--- src/rtl/ram_stream_reader.sv ---
// Read-side master for a one-cycle-latency synchronous RAM: streams num_words_i words from start_addr_i on valid/ready.
// Defining RAM_READER_LAST_EN adds a last_o output flagging the final word of a transfer.
//
// state | meaning
// IDLE  | waiting for start_i
// READ  | issuing reads while streaming buffered words out
// DRAIN | every read issued, emptying the fifo

module ram_stream_reader #(
   parameter int width_p = 8,
   parameter int depth_p = 128
) (
   input  logic                       clk_i,
   input  logic                       reset_ni,
   input  logic                       start_i,
   input  logic [$clog2(depth_p)-1:0] start_addr_i,
   input  logic [$clog2(depth_p):0]   num_words_i,
   output logic                       busy_o,
   output logic                       done_o,
   output logic [$clog2(depth_p)-1:0] rd_addr_o,
   input  logic [width_p-1:0]         rd_data_i,
   output logic                       valid_o,
   output logic [width_p-1:0]         data_o,
`ifdef RAM_READER_LAST_EN
   output logic                       last_o,
   input  logic                       ready_i
`else
   input  logic                       ready_i
`endif
);

   localparam int AW = $clog2(depth_p);
   localparam int CW = AW + 1;

   typedef enum logic [1:0] {
      ST_IDLE,
      ST_READ,
      ST_DRAIN
   } state_t;

   state_t              state_q, state_d;
   logic [AW-1:0]       rd_addr_q;
   logic [CW-1:0]       issue_cnt_q;
   logic [CW-1:0]       out_cnt_q;
   logic                inflight_q;
   logic                done_q, done_d;
   logic [width_p-1:0]  fifo_mem_q [2];
   logic                wr_ptr_q, rd_ptr_q;
   logic [1:0]          fifo_cnt_q;

   logic                push, pop, issue, start_ok;
   logic [2:0]          occ;
   logic [AW-1:0]       addr_next;

   assign push      = inflight_q;
   assign valid_o   = (fifo_cnt_q != 2'd0);
   assign pop       = valid_o && ready_i;
   assign data_o    = fifo_mem_q[rd_ptr_q];
   assign busy_o    = (state_q != ST_IDLE);
   assign done_o    = done_q;
   assign rd_addr_o = rd_addr_q;
   assign start_ok  = start_i && (num_words_i != '0);

   // slots already committed: outstanding read plus buffered words, less the one leaving now
   assign occ       = 3'(inflight_q) + 3'(fifo_cnt_q) - 3'(pop);
   assign addr_next = (rd_addr_q == AW'(depth_p - 1)) ? '0 : rd_addr_q + AW'(1);

`ifdef RAM_READER_LAST_EN
   assign last_o = valid_o && (out_cnt_q == CW'(1));
`endif

   always_comb begin
      state_d = state_q;
      done_d  = 1'b0;
      issue   = 1'b0;
      case (state_q)
         ST_IDLE: begin
            if (start_ok) begin
               state_d = ST_READ;
            end else if (start_i) begin
               done_d = 1'b1;
            end
         end
         ST_READ: begin
            issue = (occ < 3'd2);
            if (issue && issue_cnt_q == CW'(1)) begin
               state_d = ST_DRAIN;
            end
         end
         ST_DRAIN: begin
            if (pop && out_cnt_q == CW'(1)) begin
               state_d = ST_IDLE;
               done_d  = 1'b1;
            end
         end
         default: state_d = ST_IDLE;
      endcase
   end

   always_ff @(posedge clk_i) begin
      if (!reset_ni) begin
         state_q       <= ST_IDLE;
         rd_addr_q     <= '0;
         issue_cnt_q   <= '0;
         out_cnt_q     <= '0;
         inflight_q    <= 1'b0;
         done_q        <= 1'b0;
         fifo_mem_q[0] <= '0;
         fifo_mem_q[1] <= '0;
         wr_ptr_q      <= 1'b0;
         rd_ptr_q      <= 1'b0;
         fifo_cnt_q    <= 2'd0;
      end else begin
         state_q    <= state_d;
         done_q     <= done_d;
         inflight_q <= issue;
         if (state_q == ST_IDLE && start_ok) begin
            rd_addr_q   <= start_addr_i;
            issue_cnt_q <= num_words_i;
            out_cnt_q   <= num_words_i;
         end else begin
            if (issue) begin
               rd_addr_q   <= addr_next;
               issue_cnt_q <= issue_cnt_q - CW'(1);
            end
            if (pop) begin
               out_cnt_q <= out_cnt_q - CW'(1);
            end
         end
         if (push) begin
            fifo_mem_q[wr_ptr_q] <= rd_data_i;
            wr_ptr_q             <= ~wr_ptr_q;
         end
         if (pop) begin
            rd_ptr_q <= ~rd_ptr_q;
         end
         fifo_cnt_q <= fifo_cnt_q + 2'(push) - 2'(pop);
      end
   end

endmodule

--- config.mk ---
export PLATFORM = sky130hd
export DESIGN_NAME = ram_stream_reader
export DESIGN_NICKNAME = d
export VERILOG_FILES = /design/src/rtl/ram_stream_reader.sv
export SDC_FILE = /design/constraint.sdc
export NUM_CORES = 1
export LEC_CHECK = 0
export ABC_AREA = 1
export BUFFER_PORTS_ARGS = -buffer_cell sky130_fd_sc_hd__buf_2
export CAP_MARGIN = 40
export CORE_MARGIN = 2
export CORE_UTILIZATION = 50
export CTS_BUF_LIST = sky130_fd_sc_hd__clkbuf_16
export CTS_CLUSTER_DIAMETER = 100
export DETAILED_ROUTE_END_ITERATION = 7
export GPL_TIMING_DRIVEN = 0
export HOLD_SLACK_MARGIN = 0.03
export PLACE_DENSITY = 0.72
export SETUP_SLACK_MARGIN = 0.1
export SLEW_MARGIN = 15
export SYNTH_ARGS = -nofsm -noshare
export SYNTH_HDL_FRONTEND = slang
export SYNTH_SLANG_ARGS = --single-unit
--- constraint.sdc ---
create_clock -name clk_i -period 7 [get_ports clk_i]
set_clock_uncertainty 0.15 [all_clocks]
set_input_delay 1.05 -clock clk_i [delete_from_list [all_inputs] [get_ports clk_i]]
set_output_delay 1.05 -clock clk_i [all_outputs]
set_load 0.01 [all_outputs]
# After elaboration in Yosys (flattened, before gate mapping)
# Memory sizes are Yosys's and may differ from the RTL's. A register that Yosys moved wholly into a read port is not among the register bits.
# Index checks and enable logic that the tools add are counted.
totals:
  output_inout_bits: 18
  mem_count: 1
  reg_bits: 31
  word_cells: 66
  input_bits: 27
  mem_bits_rw: 16
memory_table:
  columns: ["name", "words", "width", "read_ports", "rd_ports_with_merged_regs", "wr", "line_no", "text"]
  rows:
  - ["fifo_mem_q", 2, 8, 1, 1, 2, "47", "logic [width_p-1:0] fifo_mem_q [2];"]
op_classes:
  eq_ne: 8
  reduce_logical: 13
  bitwise: 2
  n_lt_le_gt_ge: 1
  add_sub_neg: 7
  n_mux: 25
op_table:
  columns: ["operator", "count"]
  rows:
  - ["$mux 8", 5]
  - ["$mux 7", 3]
  - ["$eq 8x1->1 const B", 2]
  - ["$sub 8x1->8 const B", 2]
  - ["$mux 1", 12]
  - ["$reduce_bool 2->1", 4]
  - ["$reduce_bool 8->1", 1]
  - ["$reduce_or 8->1", 1]
  - ["$add 7x1->7 const B", 1]
  - ["$eq 7x7->1 const B", 1]
  - ["$mux 2", 3]
  - ["$ne 2x2->1 const B", 3]
  - ["$pmux 2 s3", 1]
  - ["$logic_and 1x1->1", 5]
  - ["$add 1x2->3", 1]
  - ["$lt 3x2->1 const B", 1]
  - ["$reduce_and 3->1", 1]
  - ["$sub 3x1->3", 1]
  - ["$add 2x1->2", 1]
  - ["$eq 2x1->1 const B", 1]
  - ["$eq 2x2->1 const B", 1]
  - ["$logic_not 2->1", 1]
  - ["$not 1->1", 2]
  - ["$pmux 1 s2", 1]
  - ["$sub 2x1->2", 1]

# Longest topological paths before layout
# Gate-level depths: netlist (run 1).
logic_depth:
  depth_word: 7
  ltp_mapped: 19
  mapped_depth_nobuf: 18

# Worst setup path after synthesis (run 1)
# Ideal clock, no wire load.
synth_path:
  path_kind: "in2reg"
  startpoint: "input ready_i"
  endpoint: "register rd_addr_q[6], in the netlist rd_addr_o[6]"
  arrival_time_ns: 3.025
  path_slack_ns: 3.715
  cell_stages: 16
  t_required_ns: 6.740
  setup_ns: 0.110
  n_path_buf: 2
  path_cell_list: "nand2_2 -> inv_2 -> buf_4 -> ha_1 -> inv_1 -> ha_1 -> fa_1 -> inv_1 -> nand3_2 -> nor2_4 -> inv_1 -> buf_2 -> nand3_1 -> nand3_1 -> nand2_1 -> inv_1"
synth_between:
  elab_chain_len: 5
synth_lines:
  columns: ["element", "line_no", "text"]
  rows:
  - ["from (decl)", "28", "input logic ready_i"]
  - ["$logic_and 1x1->1", "57", "assign pop = valid_o && ready_i;"]
  - ["named net pop", "51", "logic push, pop, issue, start_ok;"]
  - ["$sub 3x1->3", "65", "assign occ = 3'(inflight_q) + 3'(fifo_cnt_q) - 3'(pop);"]
  - ["named net occ[1]", "52", "logic [2:0] occ;"]
  - ["$lt 3x2->1", "85", "issue = (occ < 3'd2);"]
  - ["$mux 1", "76", "case (state_q)"]
  - ["$reduce_bool 2->1 (no line)", null, null]
  - ["to (signal assigned)", "118", "rd_addr_q <= start_addr_i;"]
  - ["to (signal assigned)", "123", "rd_addr_q <= addr_next;"]
  - ["to (decl)", "42", "logic [AW-1:0] rd_addr_q;"]
# The timed path passes the listed nets, and every way through them passes these cells.
# A chain may end at the register's enable or synchronous reset.

# Worst setup path after layout (run 1)
layout_path:
  startpoint: "input ready_i"
  endpoint: "register issue_cnt_q[3]"
layout_between:
  elab_chain_len: 5
layout_lines:
  columns: ["element", "line_no", "text"]
  rows:
  - ["$logic_and 1x1->1", "57", null]
  - ["named net pop", "51", null]
  - ["$sub 3x1->3", "65", null]
  - ["named net occ[1]", "52", null]
  - ["$lt 3x2->1", "85", null]
  - ["$mux 1", "76", null]
  - ["$reduce_bool 2->1 (no line)", null, null]
  - ["to (signal assigned)", "119", "issue_cnt_q <= num_words_i;"]
  - ["to (signal assigned)", "124", "issue_cnt_q <= issue_cnt_q - CW'(1);"]
  - ["to (decl)", "43", "logic [CW-1:0] issue_cnt_q;"]
# The timed path passes the listed nets, and every way through them passes these cells.

==> results of run 1 <==
==> through the flow <==
| step | util [%] | hold slack [ns] | area (µm²) | power (mW) |
|---|---|---|---|---|
| after global routing | 60.9 | 0.338 | 3130 | 0.978 |
| after floorplan | - | 0.276 | 2680 | 0.593 |
| after global placement | 58.1 | 0.287 | 2990 | 0.669 |
| final | 60.9 | 0.313 | 3130 | 0.910 |
| after detailed placement | 58.1 | 0.298 | 2990 | 0.675 |
| after CTS | 60.9 | 0.309 | 3130 | 0.914 |
==> state kept, by name, indices dropped and copies added, names as in the netlist, 2 cells and up, named ones only <==
| signal | flops |
|---|---|
| fifo_mem_q | 16 |
| issue_cnt_q | 8 |
| rd_addr_o | 7 |
| state_q | 2 |
| fifo_cnt_q | 2 |
| out_cnt_q | 8 |
==> cell type report <==
cell class,count,area (µm²)
tap,70,87.6
sequential,48,1120
buffer,11,70.1
clock buffer,5,125
fill,502,2010
timing repair buffer,44,220
multi-input combinational,251,1270
clock inverter,3,18.8
inverter,57,214
==> path summary, 6_finish.rpt <==
kind	end	slack, ns	cells after the start
worst min-delay path	rd_ptr_q	0.31	1
worst max-delay path	issue_cnt_q[3]	3.57	17
worst min register to register	rd_ptr_q	0.31	1
worst max register to register	issue_cnt_q[3]	3.95	18
==> routing by layer <==
metal  vias up  track usage (%)  part of all wire, %
li1       1268                -                    -
met1      1105             27.3                   46
met2        70             37.9                   47
met3         8             3.41                  5.9
met4         0             6.43                  1.2
met5         -                0                    0
==> Yosys cell counts (all sizes together) <==
cell type,instances
nor2,61
nor3b,1
nand3,52
clkbuf,4
ha,7
mux2,8
inv,57
xor2,3
xnor2,2
buf,7
fa,1
and3,1
a21oi,8
a31oi,3
nand2,84
nand3b,2
edfxtp,16
o21ai,12
dfxtp,32
nor3,1
nand4,5
==> cell usage in the layout, fill, tap and decap left out, types with 4 or more instances in the layout <==
cell        n
a21oi_1     7
buf_2      46
clkbuf_1    4
clkbuf_16   5
dfxtp_1    32
edfxtp_1   16
ha_1        7
inv_1      53
inv_2       4
mux2_2      8
nand2_1    81
nand3_1    51
nand4_1     5
nor2_1     59
o21ai_0    10
==> cell families after synthesis <==
group	synth area share [%]
AOI/OAI and AO/OA	5.00
xor gates and xnor gates	1.64
adders and majority gates	4.02
buffers and inverters	10.6
DFF	41.9
muxes	3.36
and+or+nand+nor	33.5
==> worst max-delay path: cells and delay by family <==
family                     cells  cell delay, ns
and+or+nand+nor                6            0.70
buffers and inverters          8            0.81
adders and majority gates      3            0.90
==> power groups by stage <==
stage / registers (mW) / clock network (mW) / logic (mW)
after floorplan: 0.358 / 0 / 0.235
after global placement: 0.361 / 0 / 0.307
after detailed placement: 0.362 / 0 / 0.312
after CTS: 0.357 / 0.240 / 0.317
after global routing: 0.363 / 0.252 / 0.363
final: 0.357 / 0.236 / 0.316
==> reports/results.tsv, run 1 <==
metric	value	unit
initial antenna violation count	0	
Fin Setup TNS	0	ns
syn avg cell area	7.30	µm²
startpoint types	primary input	
final period utilization	49.0	%
Worst Max-Slew Pin Slew	0.618	ns
synth warn	0	
unrepaired setup endpoints after global routing	false	
number of diodes	0	
Finished Layout Cells	489	
H-tree levels	2	
Reg power frac	39.3	%
Yosys cell types	30	
number of buffers added on ports	44	
TritonRoute pass-1 iters	4	
vias	2451	
fmax	292	MHz
area leader, netlist	dfxtp_1	
drt via density	5.01	
#FFs+latches synth	48	
CTS sink cnt	48	
Max Buffers Root-to-Sink	2	
Critical-path top delay cell	fa_1	
largest net degree at the start of global routing	16	
die span in x	77.2	µm
clock root buffer	clkbuf_16	
Area Growth Syn to Fin	16.9	%
FF-to-FF Start	fifo_cnt_q[1]	
Detailed Route Iter0 Violations	125	
Setup Buffers After CTS	0	
Total GRT Usage	21.6	%
delay of the slowest cell on the worst path	0.45	ns
Mapped Cells	367	
TritonCTS buffer count	5	
Worst-Skew Late Latency	0.29	ns
PnR worst setup slack	3.57	ns
Critical Path Most Common Cell	inv_1	
share of layout cells above drive strength 1	18.6	%
drt total wl	6.12	mm
max-cap viol count	0	
Sw Ratio	36.2	%
P_int	581	µW
# rows	26	
DP Cell Count	481	
area of the core	5140	µm²
share of total power in the clock network	25.9	%
number of hold-repair buffers added at the cts stage	0	
CTS tree	built	
area share of the largest cell type after synthesis	23.9	%
CP Launch Point	ready_i	
status	finished, final reports clean	
grt total ovfl	0	
register area share after synthesis	41.9	%
Final min period	3.43	ns
gpl congestion	0.953	
die area	5960	µm²
HP Class	reg2reg	
I/O pin count	45	
pwr/cell area	291	nW/µm²
Die Y	77.2	µm
Reg clk slew, reported paths	0.06	ns
routed len/inst	12.5	µm
crit path kind	in2reg	
Initial Util	52.1	%
Worst Min Path Start	rd_ptr_q	
number of global-route vias before repair	2254	
# DRC	0	
antenna-violating nets left	0	
CP arrival	3.47	ns
switching power of the nets	329	µW
crit path max fanout	10	
combinational power share	34.8	%
synth top area cells	dfxtp_1, edfxtp_1, nand2_1	
final hold vios	0	
wire length of the first global-routing pass	10.3	mm
Post-CTS Resized	0	
Post-layout nets	453	
synthesized area	2680	µm²
IR Drop Worst-Case VDD	0.000118	V
Final Setup Violations	0	
hpwl dp	4.46	mm
Slew Viols, Final	0	
Place WS	3.29	ns
Worst Path Required	7.04	ns
Critical Path Sink Type	flip-flop	
Max-slew headroom	58.8	%
Net Count, Synth	402	
Leakage	1.58	nW
worst path cell trace	buf_2 -> nand2_2 -> inv_2 -> buf_4 -> ha_1 -> inv_1 -> ha_1 -> fa_1 -> inv_1 -> nand3_2 -> nor2_4 -> inv_1 -> buf_2 -> nand3_1 -> nand3_1 -> nand2_1 -> inv_1	
Power figures use the tool's default switching activity.
==> run 2, diff against run 1 <==
--- a/config.mk
+++ b/config.mk
@@ -15,7 +15,7 @@
 export DETAILED_ROUTE_END_ITERATION = 7
 export GPL_TIMING_DRIVEN = 0
 export HOLD_SLACK_MARGIN = 0.03
-export PLACE_DENSITY = 0.72
+export PLACE_DENSITY = 0.75
 export SETUP_SLACK_MARGIN = 0.1
 export SLEW_MARGIN = 15
 export SYNTH_ARGS = -nofsm -noshare
==> constraint.sdc (replaced) <==
create_clock -name clk_i -period 3.1 [get_ports clk_i]
set_clock_uncertainty 0.15 [all_clocks]
set_input_delay 0.465 -clock clk_i [delete_from_list [all_inputs] [get_ports clk_i]]
set_output_delay 0.465 -clock clk_i [all_outputs]
set_load 0.01 [all_outputs]
==> run 2 against run 1 <==
  * Design area rose by 1.7%
  * Register-to-register slack got worse by 3.7 ns
  * Sequential power rose by 130%
  * Die area did not move
  * Critical path depth rose by 1
  * Setup slack got worse by 3.3 ns
  * Highest routed layer unchanged
==> reports/results.tsv, run 2 (synthesis results as in run 1) <==
metric	value	unit
status	finished, final reports clean	
startpoint types	flip-flop	
PnR worst setup slack	0.273	ns
P_int	1.35	mW
share of layout cells above drive strength 1	20.6	%
Worst-Skew Late Latency	0.29	ns
commonest non-fill, non-tap cells in the layout	nand2_1, nor2_1, nand3_1	
Final min period	2.83	ns
H-tree levels	2	
FF-to-FF Start	fifo_cnt_q[1]	
drt total wl	6.12	mm
DP Cell Count	481	
max-cap viol count	0	
CP Launch Point	fifo_cnt_q[1]	
die span in x	77.2	µm
area of the core	5140	µm²
initial antenna violation count	0	
largest delay contributor family on the critical path	adder cells	
Leakage	1.61	nW
pwr/cell area	666	nW/µm²
Detailed Route Iter0 Violations	168	
clock root buffer	clkbuf_16	
Total Power	2.12	mW
Max Buffers Root-to-Sink	2	
reg2reg path depth	18	
Sw Ratio	36.4	%
Final Hold Slack	0.299	ns
Post-layout nets	456	
number of buffers added on ports	44	
worst path cell trace	inv_2 -> nand2_2 -> nand2_4 -> inv_2 -> buf_4 -> ha_1 -> inv_1 -> ha_1 -> fa_1 -> inv_2 -> nand3_4 -> nor2_4 -> inv_2 -> buf_6 -> nand3_1 -> nand3_1 -> nand2_1 -> inv_1	
Reg power frac	38.2	%
CTS sink cnt	48	
gpl congestion	0.929	
Initial Util	52.1	%
switching power of the nets	771	µW
Die Y	77.2	µm
Top reg by flops	fifo_mem_q	
CP Capture Point	issue_cnt_q[3]	
crit path max fanout	10	
# DRC	0	
drt via density	4.99	
Reg clk slew, reported paths	0.07	ns
Critical Path Most Common Cell	inv_2	
commonest non-fill, non-tap cell in the layout	nand2_1	
hpwl dp	4.43	mm
HP Class	in2reg	
TritonCTS buffer count	5	
largest net degree at the start of global routing	17	
number of diodes	0	
Largest register FFs	16	
unrepaired setup endpoints after global routing	false	
number of global-route vias before repair	2276	
number of hold-repair buffers added at the cts stage	0	
Area Growth Syn to Fin	18.9	%
Critical Path Sink Type	flip-flop	
grt total ovfl	0	
Worst Max-Slew Pin Slew	0.546	ns
final hold vios	0	
routed len/inst	12.4	µm
# rows	26	
Place WS	-0.0555	ns
delay of the slowest cell on the worst path	0.49	ns
CTS tree	built	
critical path depth	18	
Finished Layout Cells	492	
Util after Layout	61.9	%
Slew Viols, Final	0	
Total GRT Usage	21.3	%
crit path kind	reg2reg	
top flop regs	fifo_mem_q x16, issue_cnt_q x8, out_cnt_q x8	
Worst Path Required	3.14	ns
TritonRoute pass-1 iters	4	
vias	2453	
R2R Setup Slk	0.27	ns
IR Drop Worst-Case VDD	0.000334	V
share of total power in the clock network	25.4	%
die area	5960	µm²
fmax	354	MHz
antenna-violating nets left	0	
Hold Path Stages	3	
r2r endpoint	issue_cnt_q[3]	
final period utilization	91.2	%
Max-slew headroom	63.6	%
I/O pin count	45	
Final Setup Violations	0	
CP bufs+invs	8	
wire length of the first global-routing pass	10.2	mm
CP arrival	2.87	ns
combinational power share	36.4	%
Critical-path top delay cell	fa_1	
==> run 2: tightest hold or removal path: stages <==
cell,delay [ns]
buf_2,0.10
nand2_1,0.06
a31oi_1,0.07
==> run 2: per-stage QoR <==
| step | area (µm²) | setup TNS (ns) |
|---|---|---|
| after detailed placement | 2990 | -0.318 |
| final | 3180 | 0 |
| after CTS | 3160 | 0 |
| after global placement | 2990 | 0 |
| after floorplan | 2680 | 0 |
| after global routing | 3180 | 0 |
==> run 2: power groups by stage <==
stage	clock network [mW]	logic [mW]	registers, mW
after global routing	0.573	0.875	0.819
after floorplan	0	0.531	0.809
after global placement	0	0.691	0.815
final	0.539	0.771	0.810
after detailed placement	0	0.712	0.819
after CTS	0.546	0.745	0.807
==> run 2: repair_timing <==
item	CTS	global route
resized for setup	3	7
endpoints found under the setup margin	7	15
buffers inserted	1	2
pin swaps	1	3
==> run 2: worst min-delay path by stage <==
stage	to	start	slack (ns)
6_report	rd_addr_o[1]	start_addr_i[1]	0.30
5_1_grt	rd_ptr_q	rd_ptr_q	0.33
3_3_place_gp	rd_ptr_q	rd_ptr_q	0.29
3_5_place_dp	rd_ptr_q	rd_ptr_q	0.30
2_1_floorplan	flip-flop	rd_ptr_q	0.28
4_1_cts	rd_addr_o[1]	start_addr_i[1]	0.30
==> run 2: layout make-up <==
class	instances	area (µm²)
repair buffers	47	243
well taps	70	87.6
clock inverters	3	23.8
plain buffers	11	78.8
inverters	57	214
fillers	495	1960
multi-input cells	251	1290
clock buffers	5	125
flip-flops and latches	48	1120
==> run 2: layer usage <==
layer / wire (µm) / up-vias / GRT usage, % / part of all wire, %
met1: 2600 / 1089 / 25.3 / 43
met5: 0 / - / 0 / 0
met4: 85 / 0 / 6.96 / 1.4
met3: 392 / 9 / 4.00 / 6.4
met2: 3040 / 81 / 38.4 / 50
li1: - / 1274 / - / -
==> run 3, diff against run 2 <==
--- a/config.mk
+++ b/config.mk
@@ -13,7 +13,6 @@
 export CTS_BUF_LIST = sky130_fd_sc_hd__clkbuf_16
 export CTS_CLUSTER_DIAMETER = 100
 export DETAILED_ROUTE_END_ITERATION = 7
-export GPL_TIMING_DRIVEN = 0
 export HOLD_SLACK_MARGIN = 0.03
 export PLACE_DENSITY = 0.75
 export SETUP_SLACK_MARGIN = 0.1
==> constraint.sdc (replaced) <==
create_clock -name clk_i -period 2.4 [get_ports clk_i]
set_clock_uncertainty 0.15 [all_clocks]
set_input_delay 0.36 -clock clk_i [delete_from_list [all_inputs] [get_ports clk_i]]
set_output_delay 0.36 -clock clk_i [all_outputs]
set_load 0.01 [all_outputs]
==> run 3 against run 2 <==
  * Critical path type unchanged
  * Routed wire length down 2.7%
  * Global-route usage down 0.48 points
  * Register-to-register slack worse by 0.27 ns
  * Cell count up 0.61%
  * Critical endpoint unchanged
  * Worst hold slack worse by 0.098 ns
  * Clock power up 49%
  * First-iteration DRC count down 33%
==> reports/results.tsv, run 3 (synthesis results as in run 1) <==
metric	value	unit
Worst-Skew Late Latency	0.28	ns
switching power of the nets	1.03	mW
number of buffers added on ports	44	
Largest register FFs	16	
Worst Path Required	2.43	ns
worst path cell trace	inv_2 -> nand2_4 -> nand2_4 -> inv_4 -> ha_4 -> inv_2 -> ha_4 -> fa_1 -> inv_1 -> nand3_2 -> nor2_4 -> inv_2 -> buf_6 -> nand3_2 -> nand3_2 -> nand2_1 -> inv_1	
post-detailed-placement cell area	3080	µm²
max-cap viol count	0	
Final Hold Slack	0.201	ns
commonest non-fill, non-tap cell in the layout	nand2_1	
largest net degree at the start of global routing	18	
Final min period	2.40	ns
Worst Max-Slew Pin Slew	0.525	ns
I/O pin count	45	
share of layout cells above drive strength 1	27.1	%
share of total power in the clock network	27.1	%
# DRC	0	
grt total ovfl	0	
Detailed Route Iter0 Violations	112	
fmax	417	MHz
wire length of the first global-routing pass	10.1	mm
number of diodes	0	
top flop regs	fifo_mem_q x16, issue_cnt_q x8, out_cnt_q x8	
Top reg by flops	fifo_mem_q	
Place WS	-0.0741	ns
M1 wire length	2.61	mm
Initial Util	52.1	%
Total GRT Usage	20.8	%
TritonRoute pass-1 iters	4	
TritonCTS buffer count	5	
Slew Viols, Final	0	
Critical-path top delay cell	fa_1	
unrepaired setup endpoints after global routing	true	
routed len/inst	12.0	µm
Die Y	77.2	µm
initial antenna violation count	0	
drt total wl	5.96	mm
H-tree levels	2	
IR Drop Worst-Case VDD	0.000457	V
pwr/cell area	882	nW/µm²
Reg power frac	35.9	%
CP bufs+invs	7	
final hold vios	0	
die area	5960	µm²
DR top layer	met4	
Util after Layout	65.3	%
Critical Path Sink Type	flip-flop	
CP arrival	2.43	ns
hpwl dp	4.30	mm
final period utilization	99.9	%
delay of the slowest cell on the worst path	0.45	ns
vias	2478	
post-route cell area	3350	µm²
number of hold-repair buffers added at the cts stage	0	
PnR worst setup slack	0.00327	ns
number of global-route vias before repair	2328	
crit path kind	reg2reg	
met2 wire length	2.99	mm
antenna-violating nets left	0	
drt via density	5.01	
Max Buffers Root-to-Sink	2	
largest delay contributor family on the critical path	adder cells	
combinational power share	37.0	%
# rows	26	
Max-slew headroom	64.9	%
CTS tree	built	
die span in x	77.2	µm
clock root buffer	clkbuf_16	
Reg clk slew, reported paths	0.07	ns
commonest non-fill, non-tap cells in the layout	nand2_1, nor2_1, inv_1	
CTS sink cnt	48	
Sw Ratio	34.7	%
Final Setup Violations	0	
Leakage	1.68	nW
crit path max fanout	6	
Post-layout nets	459	
HP Class	in2reg	
gpl congestion	0.933	
area of the core	5140	µm²
status	finished, final reports clean	
routed wl met3	270	µm
startpoint types	flip-flop	
Fin Setup TNS	0	ns
Area Growth Syn to Fin	25.3	%
P_int	1.93	mW
==> run 3: cell type report <==
type,count,area (µm²)
multi-input combinational,251,1400
tap,70,87.6
timing repair buffer,61,359
sequential,48,1120
inverter,57,216
clock inverter,3,46.3
clock buffer,5,125
fill,471,1790
==> run 3: power by group through the flow <==
stage	combinational [mW]	clock, mW	sequential (mW)
after floorplan	0.757	0	1.05
after global placement	0.962	0	1.07
after detailed placement	0.984	0	1.08
after CTS	1.07	0.812	1.06
after global routing	1.23	0.843	1.08
final	1.09	0.801	1.06
==> run 3: worst register-to-register path, stage by stage, from the launching register on <==
cell and delay [ns]:
dfxtp_2 0.33, inv_2 0.07, nand2_4 0.05, nand2_4 0.06
inv_4 0.04, ha_4 0.25, inv_2 0.04, ha_4 0.14
fa_1 0.45, inv_1 0.08, nand3_2 0.09, nor2_4 0.12
inv_2 0.07, buf_6 0.14, nand3_2 0.06, nand3_2 0.05
nand2_1 0.06, inv_1 0.04
==> run 3: metrics by stage <==
| step | std cells | power (mW) |
|---|---|---|
| after floorplan | 367 | 1.81 |
| after global placement | 482 | 2.04 |
| after detailed placement | 482 | 2.06 |
| after CTS | 494 | 2.94 |
| after global routing | 495 | 3.15 |
| final | 495 | 2.96 |
==> run 3: repair_timing <==
action | 4_1_cts | 5_1_grt
resized for setup | 12 | 5
endpoints found under the setup margin | 15 | 18
setup buffers | 4 | 1
cloned | 0 | 0
pin swaps | 4 | 2
endpoints found under the hold margin | 0 | 0
==> run 3: worst paths after layout <==
check | from | slack, ns | depth (start not counted) | to
hold reg to reg | rd_ptr_q | 0.32 | 1 | flip-flop
hold / removal | start_addr_i[1] | 0.20 | 3 | rd_addr_o[1]
setup reg to reg | fifo_cnt_q[1] | 0.003 | 17 | issue_cnt_q[3]
setup / recovery | fifo_cnt_q[1] | 0.003 | 17 | issue_cnt_q[3]
==> run 3: layer usage <==
layer,global-route usage (%),vias up
met5,0,-
met4,9.64,0
met3,2.94,8
met2,36.3,54
met1,25.2,1135
li1,-,1281
